===== config.mk =====
export PLATFORM = sky130hd
export DESIGN_NAME = mem_bus_arbiter_flat
export DESIGN_NICKNAME = d
export VERILOG_FILES = /design/src/rtl/mem_bus_arbiter_pkg.sv /design/src/rtl/mem_bus_arbiter_if.sv /design/src/rtl/mem_bus_arbiter_rr_picker.sv /design/src/rtl/mem_bus_arbiter.sv /design/src/flat_wrapper.sv
export SDC_FILE = /design/constraint.sdc
export NUM_CORES = 1
export LEC_CHECK = 0
export CAP_MARGIN = 20
export CORE_AREA = 2 2 74 76
export CTS_CLUSTER_SIZE = 10
export DETAILED_ROUTE_END_ITERATION = 10
export DIE_AREA = 0 0 76 78
export PLACE_DENSITY = 0.74
export REMOVE_ABC_BUFFERS = 1
export SETUP_SLACK_MARGIN = 0.3
export SYNTH_ARGS = -nofsm -noshare
export SYNTH_HDL_FRONTEND = slang
export SYNTH_SLANG_ARGS = --single-unit

===== constraint.sdc =====
create_clock -name clk -period 2.7 [get_ports clk]
set_input_delay 0.54 -clock clk [delete_from_list [all_inputs] [get_ports clk]]
set_output_delay 0.54 -clock clk [all_outputs]
set_load 0.05 [all_outputs]

===== src/rtl/mem_bus_arbiter_pkg.sv =====
// Shared types and constants for the memory bus arbiter.
//   state_t    : arbiter FSM states
//   NREQ       : number of requesters
//   REQ_*      : requester index constants
package mem_arb_pkg;

  localparam int NREQ = 3;

  localparam int REQ_IFETCH = 0;
  localparam int REQ_CU     = 1;
  localparam int REQ_DMA    = 2;

  typedef enum logic [1:0] {
    IDLE   = 2'd0,
    ACCESS = 2'd1,
    DONE   = 2'd2
  } state_t;

endpackage


===== src/rtl/mem_bus_arbiter_if.sv =====
// Requester/memory bus bundle for mem_bus_arbiter.
//   req/we/addr/wdata : per-requester request fields (requester i in slice i)
//   gnt/done/rdata    : per-requester grant, completion pulse, shared read data
//   mem_*             : single-port memory side
// slave  : arbiter view
// master : requesters + memory view
interface mem_bus_arbiter_if #(
  parameter int AW = 8,
  parameter int DW = 8
);
  import mem_arb_pkg::*;

  logic [NREQ-1:0]    req;
  logic [NREQ-1:0]    we;
  logic [NREQ*AW-1:0] addr;
  logic [NREQ*DW-1:0] wdata;
  logic [NREQ-1:0]    gnt;
  logic [NREQ-1:0]    done;
  logic [DW-1:0]      rdata;
  logic               mem_en;
  logic               mem_we;
  logic [AW-1:0]      mem_addr;
  logic [DW-1:0]      mem_wdata;
  logic [DW-1:0]      mem_rdata;

  modport slave (
    input  req, we, addr, wdata, mem_rdata,
    output gnt, done, rdata, mem_en, mem_we, mem_addr, mem_wdata
  );

  modport master (
    output req, we, addr, wdata, mem_rdata,
    input  gnt, done, rdata, mem_en, mem_we, mem_addr, mem_wdata
  );

endinterface


===== src/rtl/mem_bus_arbiter_rr_picker.sv =====
// rr_picker: combinational winner selection among NREQ requesters.
//   req_i    : request vector
//   last_i   : index of the previously served requester
//   winner_o : selected requester index
//   valid_o  : any request present
// Macro ARB_FIXED_PRIORITY_EN: fixed priority 0 > 1 > 2 (last_i ignored);
// otherwise round-robin starting after last_i.
module rr_picker
  import mem_arb_pkg::*;
(
  input  logic [NREQ-1:0] req_i,
  input  logic [1:0]      last_i,
  output logic [1:0]      winner_o,
  output logic            valid_o
);

  assign valid_o = |req_i;

`ifdef ARB_FIXED_PRIORITY_EN
  logic unused_last;
  assign unused_last = ^last_i;

  always_comb begin
    winner_o = 2'd0;
    // Walk lowest priority first so the highest-priority request overrides.
    for (int k = NREQ - 1; k >= 0; k--) begin
      if (req_i[k]) winner_o = 2'(k);
    end
  end
`else
  always_comb begin
    winner_o = 2'd0;
    // Visit last+3 .. last+1 so the nearest candidate after last wins.
    for (int k = NREQ; k >= 1; k--) begin
      if (req_i[(int'(last_i) + k) % NREQ]) winner_o = 2'((int'(last_i) + k) % NREQ);
    end
  end
`endif

endmodule


===== src/rtl/mem_bus_arbiter.sv =====
// mem_bus_arbiter: shares one single-port memory among three requesters
// (0 = ifetch, 1 = CU load/store, 2 = DMA/debug) with a req/gnt/done
// handshake and WAIT_CYCLES extra memory cycles per access.
//   clk, rst : clock (rising), async active-high reset
//   bus      : mem_bus_arbiter_if.slave (requester fields, grants, memory side)
// Macro ARB_FIXED_PRIORITY_EN selects fixed priority instead of round-robin.
module mem_bus_arbiter
  import mem_arb_pkg::*;
#(
  parameter int AW          = 8,
  parameter int DW          = 8,
  parameter int WAIT_CYCLES = 1
) (
  input logic             clk,
  input logic             rst,
  mem_bus_arbiter_if.slave bus
);

  localparam int CW = (WAIT_CYCLES > 0) ? $clog2(WAIT_CYCLES + 1) : 1;

  state_t          state_q, state_d;
  logic [1:0]      last_q, last_d;
  logic [1:0]      win_q, win_d;
  logic [CW-1:0]   cnt_q, cnt_d;
  logic [NREQ-1:0] gnt_q, gnt_d;
  logic [NREQ-1:0] done_q, done_d;
  logic [DW-1:0]   rdata_q, rdata_d;
  logic            mem_en_q, mem_en_d;
  logic            mem_we_q, mem_we_d;
  logic [AW-1:0]   mem_addr_q, mem_addr_d;
  logic [DW-1:0]   mem_wdata_q, mem_wdata_d;

  logic [1:0]      pick_win;
  logic            pick_vld;

  rr_picker u_pick (
    .req_i    (bus.req),
    .last_i   (last_q),
    .winner_o (pick_win),
    .valid_o  (pick_vld)
  );

  always_ff @(posedge clk or posedge rst) begin
    if (rst) begin
      state_q     <= IDLE;
      last_q      <= 2'(REQ_DMA);  // requester 0 wins the first arbitration
      win_q       <= '0;
      cnt_q       <= '0;
      gnt_q       <= '0;
      done_q      <= '0;
      rdata_q     <= '0;
      mem_en_q    <= 1'b0;
      mem_we_q    <= 1'b0;
      mem_addr_q  <= '0;
      mem_wdata_q <= '0;
    end else begin
      state_q     <= state_d;
      last_q      <= last_d;
      win_q       <= win_d;
      cnt_q       <= cnt_d;
      gnt_q       <= gnt_d;
      done_q      <= done_d;
      rdata_q     <= rdata_d;
      mem_en_q    <= mem_en_d;
      mem_we_q    <= mem_we_d;
      mem_addr_q  <= mem_addr_d;
      mem_wdata_q <= mem_wdata_d;
    end
  end

  always_comb begin
    state_d     = state_q;
    last_d      = last_q;
    win_d       = win_q;
    cnt_d       = cnt_q;
    gnt_d       = gnt_q;
    done_d      = done_q;
    rdata_d     = rdata_q;
    mem_en_d    = mem_en_q;
    mem_we_d    = mem_we_q;
    mem_addr_d  = mem_addr_q;
    mem_wdata_d = mem_wdata_q;

    case (state_q)
      IDLE: begin
        if (pick_vld) begin
          // Latch the winner's request so later input changes are ignored.
          gnt_d           = '0;
          gnt_d[pick_win] = 1'b1;
          last_d          = pick_win;
          win_d           = pick_win;
          mem_en_d        = 1'b1;
          mem_we_d        = bus.we[pick_win];
          mem_addr_d      = bus.addr[int'(pick_win)*AW +: AW];
          mem_wdata_d     = bus.wdata[int'(pick_win)*DW +: DW];
          cnt_d           = CW'(WAIT_CYCLES);
          state_d         = ACCESS;
        end
      end
      ACCESS: begin
        if (cnt_q == '0) begin
          if (!mem_we_q) rdata_d = bus.mem_rdata;
          done_d        = '0;
          done_d[win_q] = 1'b1;
          gnt_d         = '0;
          mem_en_d      = 1'b0;
          mem_we_d      = 1'b0;
          mem_addr_d    = '0;
          mem_wdata_d   = '0;
          state_d       = DONE;
        end else begin
          cnt_d = cnt_q - CW'(1);
        end
      end
      DONE: begin
        done_d  = '0;
        state_d = IDLE;
      end
      default: state_d = IDLE;
    endcase
  end

  assign bus.gnt       = gnt_q;
  assign bus.done      = done_q;
  assign bus.rdata     = rdata_q;
  assign bus.mem_en    = mem_en_q;
  assign bus.mem_we    = mem_we_q;
  assign bus.mem_addr  = mem_addr_q;
  assign bus.mem_wdata = mem_wdata_q;

endmodule

===== src/flat_wrapper.sv =====
// flat-port wrapper written by rule: the top's interface ports become plain ports
module mem_bus_arbiter_flat import mem_arb_pkg::*;
#(
  parameter int AW          = 8,
  parameter int DW          = 8,
  parameter int WAIT_CYCLES = 1
)
  (clk, rst, bus_req, bus_we, bus_addr, bus_wdata, bus_mem_rdata, bus_gnt, bus_done, bus_rdata, bus_mem_en, bus_mem_we, bus_mem_addr, bus_mem_wdata);
  mem_bus_arbiter_if #(.AW(AW), .DW(DW)) bus_i ();
  input logic clk;
  input logic rst;
  input wire logic [$bits(bus_i.req)-1:0] bus_req;
  input wire logic [$bits(bus_i.we)-1:0] bus_we;
  input wire logic [$bits(bus_i.addr)-1:0] bus_addr;
  input wire logic [$bits(bus_i.wdata)-1:0] bus_wdata;
  input wire logic [$bits(bus_i.mem_rdata)-1:0] bus_mem_rdata;
  output wire logic [$bits(bus_i.gnt)-1:0] bus_gnt;
  output wire logic [$bits(bus_i.done)-1:0] bus_done;
  output wire logic [$bits(bus_i.rdata)-1:0] bus_rdata;
  output wire logic [$bits(bus_i.mem_en)-1:0] bus_mem_en;
  output wire logic [$bits(bus_i.mem_we)-1:0] bus_mem_we;
  output wire logic [$bits(bus_i.mem_addr)-1:0] bus_mem_addr;
  output wire logic [$bits(bus_i.mem_wdata)-1:0] bus_mem_wdata;
  assign bus_i.req = bus_req;
  assign bus_i.we = bus_we;
  assign bus_i.addr = bus_addr;
  assign bus_i.wdata = bus_wdata;
  assign bus_i.mem_rdata = bus_mem_rdata;
  assign bus_gnt = bus_i.gnt;
  assign bus_done = bus_i.done;
  assign bus_rdata = bus_i.rdata;
  assign bus_mem_en = bus_i.mem_en;
  assign bus_mem_we = bus_i.mem_we;
  assign bus_mem_addr = bus_i.mem_addr;
  assign bus_mem_wdata = bus_i.mem_wdata;
  mem_bus_arbiter #(.AW(AW), .DW(DW), .WAIT_CYCLES(WAIT_CYCLES)) u_core (.clk(clk), .rst(rst), .bus(bus_i));
endmodule

Yosys cells after proc, flatten, opt, wreduce, memory -nomap -nowiden
Index checks and enable logic that the tools add are counted.
Widths: inputs -> output; s select.
{"block": "classes", "n_addsub": 4, "bitwise": 2, "eq_ne": 4, "reduce_logical": 12, "n_shift": 2, "div": 3, "n_lt_le_gt_ge": 7, "muxes": 38}
{"op": "$lt 32x4->1 const B", "count": 3}
{"op": "$mod 32x3->32 const B", "count": 3}
{"op": "$shiftx 24x6->8", "count": 2}
{"op": "$pmux 8 s2", "count": 2}
{"op": "$mux 8", "count": 3}
{"op": "$mux 1", "count": 13}
{"op": "$pmux 3 s2", "count": 2}
{"op": "$mux 2", "count": 5}
{"op": "$mux 3", "count": 3}
{"op": "$bmux 1 s2", "count": 4}
{"op": "$reduce_and 2->1", "count": 4}
{"op": "$add 2x2->3 const B", "count": 2}
{"op": "$lt 2x3->1 const B", "count": 2}
{"op": "$pmux 1 s2", "count": 3}
{"op": "$reduce_and 3->1", "count": 2}
{"op": "$demux 1 s2", "count": 2}
{"op": "$ge 2x1->1 const B", "count": 2}
{"op": "$pmux 2 s2", "count": 1}
{"op": "$reduce_bool 2->1", "count": 2}
{"op": "$add 2x1->3 const B", "count": 1}
{"op": "$reduce_or 3->1", "count": 1}
{"op": "$eq 2x1->1 const B", "count": 1}
{"op": "$eq 2x2->1 const B", "count": 1}
{"op": "$logic_and 1x1->1", "count": 2}
{"op": "other kinds (5)", "count": 6}
{"block": "word_totals", "register_bits": 39, "out_inout_bits": 32, "in_bits": 64, "word_cells": 83}

Depth between registers and ports, before layout
Gate-level depths: netlist of run 1.
{"block": "depth", "word_depth": 14, "ltp_mapped": 10, "depth_no_buf": 7}

By module
Synthesis of run 1 repeated with hierarchy kept, for this count alone.
{"block": "hier_totals", "hier_cells": 197, "hier_area_um2": 2048.2}
{"mod": "mem_bus_arbiter", "n_inst": 1, "area_each_um2": 1898.1, "cells_each": 177, "seq_area_each_um2": 952.2}
{"mod": "rr_picker", "n_inst": 1, "area_each_um2": 150.1, "cells_each": 20, "seq_area_each_um2": 0.0}

Worst setup path before layout of run 1
OpenSTA, ideal clock, no wires.
{"block": "synth_path", "kind": "flip-flop to flip-flop", "from": "register u_core.last_q[1]", "to": "register u_core.mem_addr_q[7], in the netlist u_core.bus.mem_addr[7]", "n_path_buf": 2, "arrival_ps": 1935, "t_required_ps": 2567, "setup_ps": 133, "setup_slack_ps": 632, "synth_period_minus_slack_ps": 2068, "stages_incl_launch_ff": 10, "cell_sequence": "dfstp_2 > inv_1 > ha_1 > nand2b_1 > a31o_2 > o22ai_1 > buf_4 > buf_6 > mux2i_1 > o21ai_0"}
{"block": "synth_between", "elab_chain_len": 11, "word_cells_on_any_way": 21, "cone_classes": "add/sub (3); div (3); shift (1); mux (14)"}
{"element": "start, declared", "line_no": "mem_bus_arbiter.sv:22", "rtl": "logic [1:0] last_q, last_d;"}
{"element": "start signal, assigned", "line_no": "mem_bus_arbiter.sv:46", "rtl": "last_q <= 2'(REQ_DMA);"}
{"element": "start signal, assigned", "line_no": "mem_bus_arbiter.sv:58", "rtl": "last_q <= last_d;"}
{"element": "$add 2x2->3", "line_no": "mem_bus_arbiter_rr_picker.sv:35", "rtl": "if (req_i[(int'(last_i) + k) % NREQ]) winner_o = 2'((int'(last_i) + k) % NREQ);"}
{"element": "$mod 32x3->32", "line_no": "mem_bus_arbiter_rr_picker.sv:35"}
{"element": "$bmux 1 s2", "line_no": "mem_bus_arbiter_rr_picker.sv:35"}
{"element": "$mux 1 (implied by the code) (2 in a row)", "line_no": "mem_bus_arbiter_rr_picker.sv:35"}
{"element": "$mux 2 (2 in a row)", "line_no": "mem_bus_arbiter_rr_picker.sv:35"}
{"element": "$mux 2 (*)", "line_no": "mem_bus_arbiter_rr_picker.sv:35"}
{"element": "$shiftx 24x6->8 (*)", "line_no": "mem_bus_arbiter.sv:94", "rtl": "mem_addr_d = bus.addr[int'(pick_win)*AW +: AW];"}
{"element": "$mux 8 (*)", "line_no": "mem_bus_arbiter.sv:86", "rtl": "if (pick_vld) begin"}
{"element": "$pmux 8 s2 (*)", "line_no": "mem_bus_arbiter.sv:84", "rtl": "case (state_q)"}
{"element": "end signal, assigned", "line_no": "mem_bus_arbiter.sv:66", "rtl": "mem_addr_q <= mem_addr_d;"}
{"element": "end, declared", "line_no": "mem_bus_arbiter.sv:30", "rtl": "logic [AW-1:0] mem_addr_q, mem_addr_d;"}
Mark *: on every way between the ends. The rest lies on a longest branch, timed or not. The select of a mux whose other input is x is not followed.
A chain may end at the register's enable or synchronous reset.

==> results of run 1 <==
-- cell type report --
cell class | count | area (µm²)
Multi-Input combinational cell | 123 | 916
Tap cell | 70 | 87.6
Fill cell | 436 | 1930
Clock inverter | 1 | 30.0
Clock buffer | 6 | 82.6
Timing Repair Buffer | 101 | 1020
Sequential cell | 38 | 952
Inverter | 7 | 26.3
-- worst paths after layout --
| check | endpoint | slack [ns] | depth (start not counted) | from |
|---|---|---|---|---|
| worst max-delay path | u_core.bus.mem_wdata[1] | 0.55 | 8 | u_core.win_q[0] |
| worst min-delay path | u_core.bus.gnt[1] | 0.48 | 1 | u_core.bus.gnt[1] |
| worst max register to register | u_core.bus.mem_wdata[1] | 0.55 | 8 | u_core.win_q[0] |
| worst min register to register | u_core.bus.gnt[1] | 0.48 | 1 | u_core.bus.gnt[1] |
| max in group asynchronous | u_core.last_q[1] | 1.68 | 3 | rst |
| min in group asynchronous | u_core.bus.mem_wdata[6] | 0.67 | 3 | rst |
-- per-layer routing --
layer | global-route usage [%] | vias to the layer above | share of wire [%]
met3 | 6.40 | 5 | 8.1
met1 | 20.6 | 838 | 40
met4 | 5.45 | 0 | 1.4
met2 | 30.1 | 58 | 51
li1 | - | 843 | -
met5 | 0 | - | 0
-- through the flow --
step,TNS [ns],area (µm²),hold WS [ns]
6_report,0,3120,0.476
5_1_grt,0,3120,0.515
2_1_floorplan,-4.35,1890,0.487
3_5_place_dp,0,3000,0.466
3_3_place_gp,0,3000,0.466
4_1_cts,0,3120,0.483
-- registers in the layout, indices dropped and copies added (netlist names) --
signal                count
u_core.bus.mem_addr       8
u_core.bus.mem_wdata      8
u_core.bus.rdata          8
u_core.bus.done           3
u_core.bus.gnt            3
u_core.state_q            2
u_core.win_q              2
u_core.bus.mem_en         1
u_core.bus.mem_we         1
u_core.cnt_q              1
u_core.last_q             1
-- worst max-delay path: cells and delay by family, from the launching register on --
| family | cells | cell delay [ns] |
|---|---|---|
| AOI/OAI and AO/OA | 4 | 0.58 |
| DFF | 1 | 0.43 |
| muxes | 1 | 0.20 |
| adders and majority gates | 1 | 0.47 |
| buffers and inverters | 2 | 0.32 |
-- power groups by stage --
stage	combinational, W	clock (W)	sequential (W)
finish	0.00273	0.000485	0.00103
global route	0.00292	0.000523	0.00107
detailed placement	0.00276	0	0.00104
global placement	0.00272	0	0.00103
CTS	0.00276	0.000496	0.00103
floorplan	0.00111	0	0.00173
-- cells by family after synthesis --
kind of cell / after synthesis / share of synthesized area [%]
AOI/OAI and AO/OA: 59 / 19.7
DFF: 38 / 48.5
and+or+nand+nor: 32 / 9.17
muxes: 28 / 14.8
buffers and inverters: 18 / 5.22
adders and majority gates: 4 / 2.55
-- synth_stat cells (2+ instances only) --
cell type / number / share of area, %
dfrtp_1: 37 / 47
o21ai_0: 24 / 6.1
mux2i_1: 19 / 9.7
a22oi_1: 17 / 6.5
nand2_1: 10 / 1.9
mux2_2: 9 / 5.2
inv_1: 7 / 1.3
nor2b_1: 5 / 1.6
ha_1: 4 / 2.5
a21o_1: 3 / 1.1
buf_2: 3 / 0.76
buf_6: 3 / 1.7
nand2b_1: 3 / 0.96
nand3b_1: 3 / 1.1
nor2_1: 3 / 0.57
nor3_1: 3 / 0.76
a31oi_1: 2 / 0.64
buf_4: 2 / 0.76
clkbuf_1: 2 / 0.38
o21a_1: 2 / 0.76
==> Implementation_results.wiki, run 1 <==
{| class="wikitable"
! Metric !! Value
|-
| Result of the run || complete, no violations
|-
| Antenna violations before repair || 0
|-
| TritonCTS clock tree || built
|-
| Number of buffers inserted by port buffering || 95
|-
| Worst endpoint data arrival time || 2.30 ns
|-
| Fraction of the cycle the final worst path needs || 79.6%
|-
| Number of buffers inserted by hold repair at cts || 0
|-
| # H-tree levels || 2
|-
| Total wire length after detailed routing || 5070 µm
|-
| Vias/cell || 5.04
|-
| Total count of max-transition violations in the final report || 0
|-
| Die Y || 78 µm
|-
| Worst path max stage delay || 0.47 ns
|-
| Clock transition at the register clock pins on the worst setup and hold paths after CTS || 0.07 ns
|-
| Detailed-route wire length per cell || 14.7 µm
|-
| Static power due to leakage || 1.31 nW
|-
| Area growth from synthesis to final layout || 58.6%
|-
| Most used cells in the layout excluding fill and tap cells || clkdlybuf4s50_1, dfrtp_1, o21ai_0
|-
| PwrDens || 1360 nW/µm²
|-
| Detailed-routing iteration count for the pre-antenna-repair pass || 4
|-
| Time the final worst path needs with I/O delays and setup || 2.15 ns
|-
| Total die area || 5930 µm²
|-
| ANT cells || 0
|-
| Kind of capture point of the worst setup path || flip-flop
|-
| Part of the total power dissipated in combinational logic || 64.4%
|-
| Vias after detailed routing || 1744
|-
| Number of I/O pins || 96
|-
| Clock network fraction of total power || 11.4%
|-
| Slew at the pin closest to its max-slew limit || 0.543 ns
|-
| Core Area || 5040 µm²
|-
| Starting density of the core || 39.0%
|-
| Internal power summed over all cells || 0.00226 W
|-
| Clock Sinks || 38
|-
| Setup repair after global routing missed its margin || no
|-
| Core Util, Final || 61.8%
|-
| Hold/Removal Path Class || flip-flop to flip-flop
|-
| Sequential cell area fraction in the yosys report || 48.5%
|-
| Part of the power in registers || 24.2%
|-
| Setup slack of the critical path after layout || 0.551 ns
|-
| Final cell count without fillers || 346
|-
| Required arrival time at the worst endpoint || 2.86 ns
|-
| Global-route congestion overflow total || 0
|-
| Cts bufs inserted || 5
|-
| Placed cell count || 339
|-
| Nets@finish || 344
|-
| Number of failing setup endpoints in the final timing report || 0
|-
| Number of enable flip-flop cells after synthesis || 0
|-
| Main synth FF type || dfrtp_1
|-
| Post-Syn Area per Cell || 11.0 µm²
|-
| Number of buffers inserted by post-CTS setup repair || 0
|-
| Worst-skew pair later-pin latency || 0.28 ns
|-
| Netlist Area Pre-Place || 1960 µm²
|-
| Gr usage total || 17.6%
|-
| Net switching power figure || 0.00198 W
|-
| Post-synth cell types || 38
|-
| Gate Count Post-Synth || 179
|-
| First-iteration detailed-routing DRC count || 78
|-
| Master cell of the clock root buffer || clkbuf_8
|-
| Post-synthesis register bit count || 38
|-
| Weighted congestion at the end of routability-driven global placement || 0.795
|-
| Type of the setup path with the least slack || flip-flop to flip-flop
|-
| Fraction of layout cells with a size suffix above 1 || 10.1%
|-
| Sequence of cells on the critical path || inv_1 -> ha_1 -> a21oi_1 -> a31o_2 -> o22ai_2 -> buf_12 -> mux2i_1 -> o21ai_0
|-
| Clock tree buffer depth || 2
|-
| Place WS || 0.336 ns
|-
| Setup Skew || 0.00415 ns
|-
| Die X || 76 µm
|-
| Hold violation count in the final report || 0
|-
| DR DRC count || 0
|-
| First-pass GRT wire length || 8320 µm
|-
| Type of origin of the critical path || flip-flop
|-
| Pin count of the biggest net entering global routing || 39
|-
| Most common cell after layout, fill and taps aside || clkdlybuf4s50_1
|-
| ANT nets after route || 0
|-
| Worst slew slack as a fraction of its limit || 63.7%
|-
| Pwr Total || 0.00424 W
|-
| Half-perimeter wire length after detailed placement || 3830 µm
|-
| Fraction of registers with async set or reset after synthesis || 100%
|-
| Ys Warns || 0
|-
| Cell with the largest stage delay on the worst path || ha_1
|-
| Max-cap violations || 0
|-
| Via count of the first global-routing pass || 1736
|-
| Fmax achieved || 0.465 GHz
|-
| IR drop worst, VDD || 0.712 mV
|-
| Cell Rows || 26
|-
| Critical Path Fanout Max || 18
|-
| Fraction of power spent switching nets || 46.6%
|-
| Post-cts repair resize count || 0
|}
No activity file was read; power rests on OpenSTA's default activity.
==> inputs of run 2 (changes only) <==
CORE_AREA = 2 2 76 78   (was 2 2 74 76)
DIE_AREA = 0 0 78 80   (was 0 0 76 78)
PLACE_DENSITY = 0.73   (was 0.74)
clock period = 1.9 ns   (was 2.7 ns; I/O delays follow)
==> run 2 against run 1 <==
- the flow now finishes with violations (setup timing)
- core utilization rose by 3.6 points
- largest power group unchanged
- critical endpoint is now u_core.bus.mem_wdata[0]
- non-clock buffer count rose by 32
- highest routed layer unchanged
- largest cell class unchanged
- final cell count rose by 10%
- flip-flop and latch count did not move
==> Implementation_results.wiki, run 2 (synthesis gave the netlist of run 1 again) <==
{| class="wikitable"
! Metric !! Value
|-
| Number of I/O pins || 96
|-
| Worst endpoint data arrival time || 2.30 ns
|-
| TritonCTS clock tree || built
|-
| Global-route congestion overflow total || 0
|-
| Hold Worst Slack || 0.391 ns
|-
| Final cell count without fillers || 381
|-
| Die Y || 80 µm
|-
| Cell with the largest stage delay on the worst path || dfstp_2
|-
| Vias after detailed routing || 1932
|-
| Number of failing setup endpoints in the final timing report || 17
|-
| Slew at the pin closest to its max-slew limit || 0.509 ns
|-
| Cell type with the highest occurrence count on the critical path || buf_6
|-
| Critical Path Fanout Max || 6
|-
| Total wire length after detailed routing || 6250 µm
|-
| Weighted congestion at the end of routability-driven global placement || 0.873
|-
| Clock tree buffer depth || 2
|-
| Antenna violations before repair || 0
|-
| Via count of the first global-routing pass || 2005
|-
| # H-tree levels || 2
|-
| Vias/cell || 5.07
|-
| Cts bufs inserted || 5
|-
| Master cell of the clock root buffer || clkbuf_8
|-
| Max-cap violations || 0
|-
| Kind of capture point of the worst setup path || flip-flop
|-
| Result of the run || complete, but fails checks
|-
| Number of buffers inserted by port buffering || 95
|-
| Clock Sinks || 38
|-
| Required arrival time at the worst endpoint || 2.07 ns
|-
| PwrDens || 2120 nW/µm²
|-
| Nets@finish || 376
|-
| Detailed-routing iteration count for the pre-antenna-repair pass || 4
|-
| Most common cell after layout, fill and taps aside || clkdlybuf4s50_1
|-
| IR drop worst, VDD || 1.06 mV
|-
| Number of buffers inserted by hold repair at cts || 0
|-
| Sequence of cells on the critical path || buf_6 -> ha_4 -> nand3b_1 -> a31o_4 -> o22ai_4 -> buf_6 -> buf_16 -> mux2i_4 -> o21ai_2
|-
| Clock transition at the register clock pins on the worst setup and hold paths after CTS || 0.07 ns
|-
| Starting density of the core || 36.3%
|-
| Half-perimeter wire length after detailed placement || 4050 µm
|-
| First-iteration detailed-routing DRC count || 69
|-
| Most used cells in the layout excluding fill and tap cells || clkdlybuf4s50_1, buf_4, dfrtp_1
|-
| First-pass GRT wire length || 9300 µm
|-
| Setup Skew || 0.00456 ns
|-
| Time the final worst path needs with I/O delays and setup || 2.13 ns
|-
| ANT nets after route || 0
|-
| Type of the setup path with the least slack || flip-flop to flip-flop
|-
| Kind of cell adding the most delay to the critical path || compound AO/OA/AOI/OAI gates
|-
| Core Area || 5410 µm²
|-
| Worst slew slack as a fraction of its limit || 66.2%
|-
| Place WS || -0.344 ns
|-
| Hold violation count in the final report || 0
|-
| Failing checks || setup timing
|-
| Hold/Removal Path Class || primary input to async pin
|-
| DR DRC count || 0
|-
| Cell Rows || 27
|-
| Total count of max-transition violations in the final report || 0
|-
| Total die area || 6240 µm²
|-
| Worst path max stage delay || 0.55 ns
|-
| Fmax achieved || 0.470 GHz
|-
| Fraction of layout cells with a size suffix above 1 || 30.4%
|-
| Type of origin of the critical path || flip-flop
|-
| Die X || 78 µm
|-
| Gr usage total || 19.1%
|-
| Area growth from synthesis to final layout || 79.9%
|-
| Placed cell count || 357
|-
| Detailed-route wire length per cell || 16.4 µm
|-
| Count of buffer and inverter cells on the critical path || 3
|-
| ANT cells || 0
|-
| Static power due to leakage || 1.58 nW
|-
| Pin count of the biggest net entering global routing || 27
|-
| Worst-skew pair later-pin latency || 0.29 ns
|-
| Fraction of the cycle the final worst path needs || 112%
|-
| Setup repair after global routing missed its margin || yes
|-
| Core Util, Final || 65.4%
|-
| Setup slack of the critical path after layout || -0.229 ns
|}
-- run 2: cell types whose count changed in the layout (fill, tap and decap cells not counted), moves of 3 or more --
cell | before | now
dlygate4sd2_1 | 0 | 13
buf_4 | 4 | 37
clkdlybuf4s15_1 | 0 | 6
o21ai_2 | 0 | 3
buf_6 | 0 | 10
mux2i_1 | 19 | 16
o21ai_1 | 2 | 16
clkdlybuf4s50_1 | 95 | 61
o21ai_0 | 23 | 4
-- run 2: routing by layer --
layer	wire length [µm]	up-vias	track usage, %
met5	0	-	0
met4	136	0	7.02
met3	514	13	7.24
met2	3160	73	33.5
met1	2440	933	21.0
li1	-	913	-
-- run 2: final cells by class --
cell class	instances	area [µm²]
clock buffer	7	86.3
multi-input combinational	123	1080
timing repair buffer	133	1290
sequential	38	953
tap	72	90.1
inverter	7	26.3
clock inverter	1	5.00
fill	433	1870
-- run 2: power by group --
group	total (W)	internal [W]	switching, W
sequential	0.00144	0.00120	0.000241
combinational	0.00547	0.00256	0.00291
clock	0.000579	0.000293	0.000287
total	0.00749	0.00405	0.00343
-- run 2: worst min-delay path, delay by kind of cell --
kind / cells / cell delay [ns]
buf+inv: 3 / 0.66
-- run 2: what timing repair did --
action / in CTS / in global routing
resized for setup: 63 / 30
setup endpoints to repair: 49 / 37
pin swaps: 6 / 6
gates cloned: 3 / 3
setup buffers: 8 / 2
endpoints found under the hold margin: 0 / 0
-- run 2: worst paths after layout --
| path | start | slack [ns] | endpoint | depth (start not counted) |
|---|---|---|---|---|
| max | u_core.last_q[1] | -0.23 | u_core.bus.mem_wdata[0] | 9 |
| min | rst | 0.39 | u_core.bus.rdata[4] | 3 |
| max reg2reg | u_core.last_q[1] | -0.23 | u_core.bus.mem_wdata[0] | 9 |
| min reg2reg | u_core.bus.gnt[1] | 0.50 | u_core.bus.gnt[1] | 1 |
| max in group asynchronous | rst | 1.13 | u_core.last_q[1] | 3 |
| min in group clk | u_core.bus.gnt[1] | 0.50 | u_core.bus.gnt[1] | 1 |
-- run 2: metrics by stage --
stage / total power, W / setup TNS (ns) / instance area (µm²)
2_1_floorplan: 0.00394 / -19.46 / 1890
3_3_place_gp: 0.00547 / -5.06 / 3080
3_5_place_dp: 0.00554 / -6.43 / 3080
4_1_cts: 0.00695 / -2.04 / 3380
5_1_grt: 0.00790 / -4.80 / 3530
6_report: 0.00749 / -3.19 / 3530
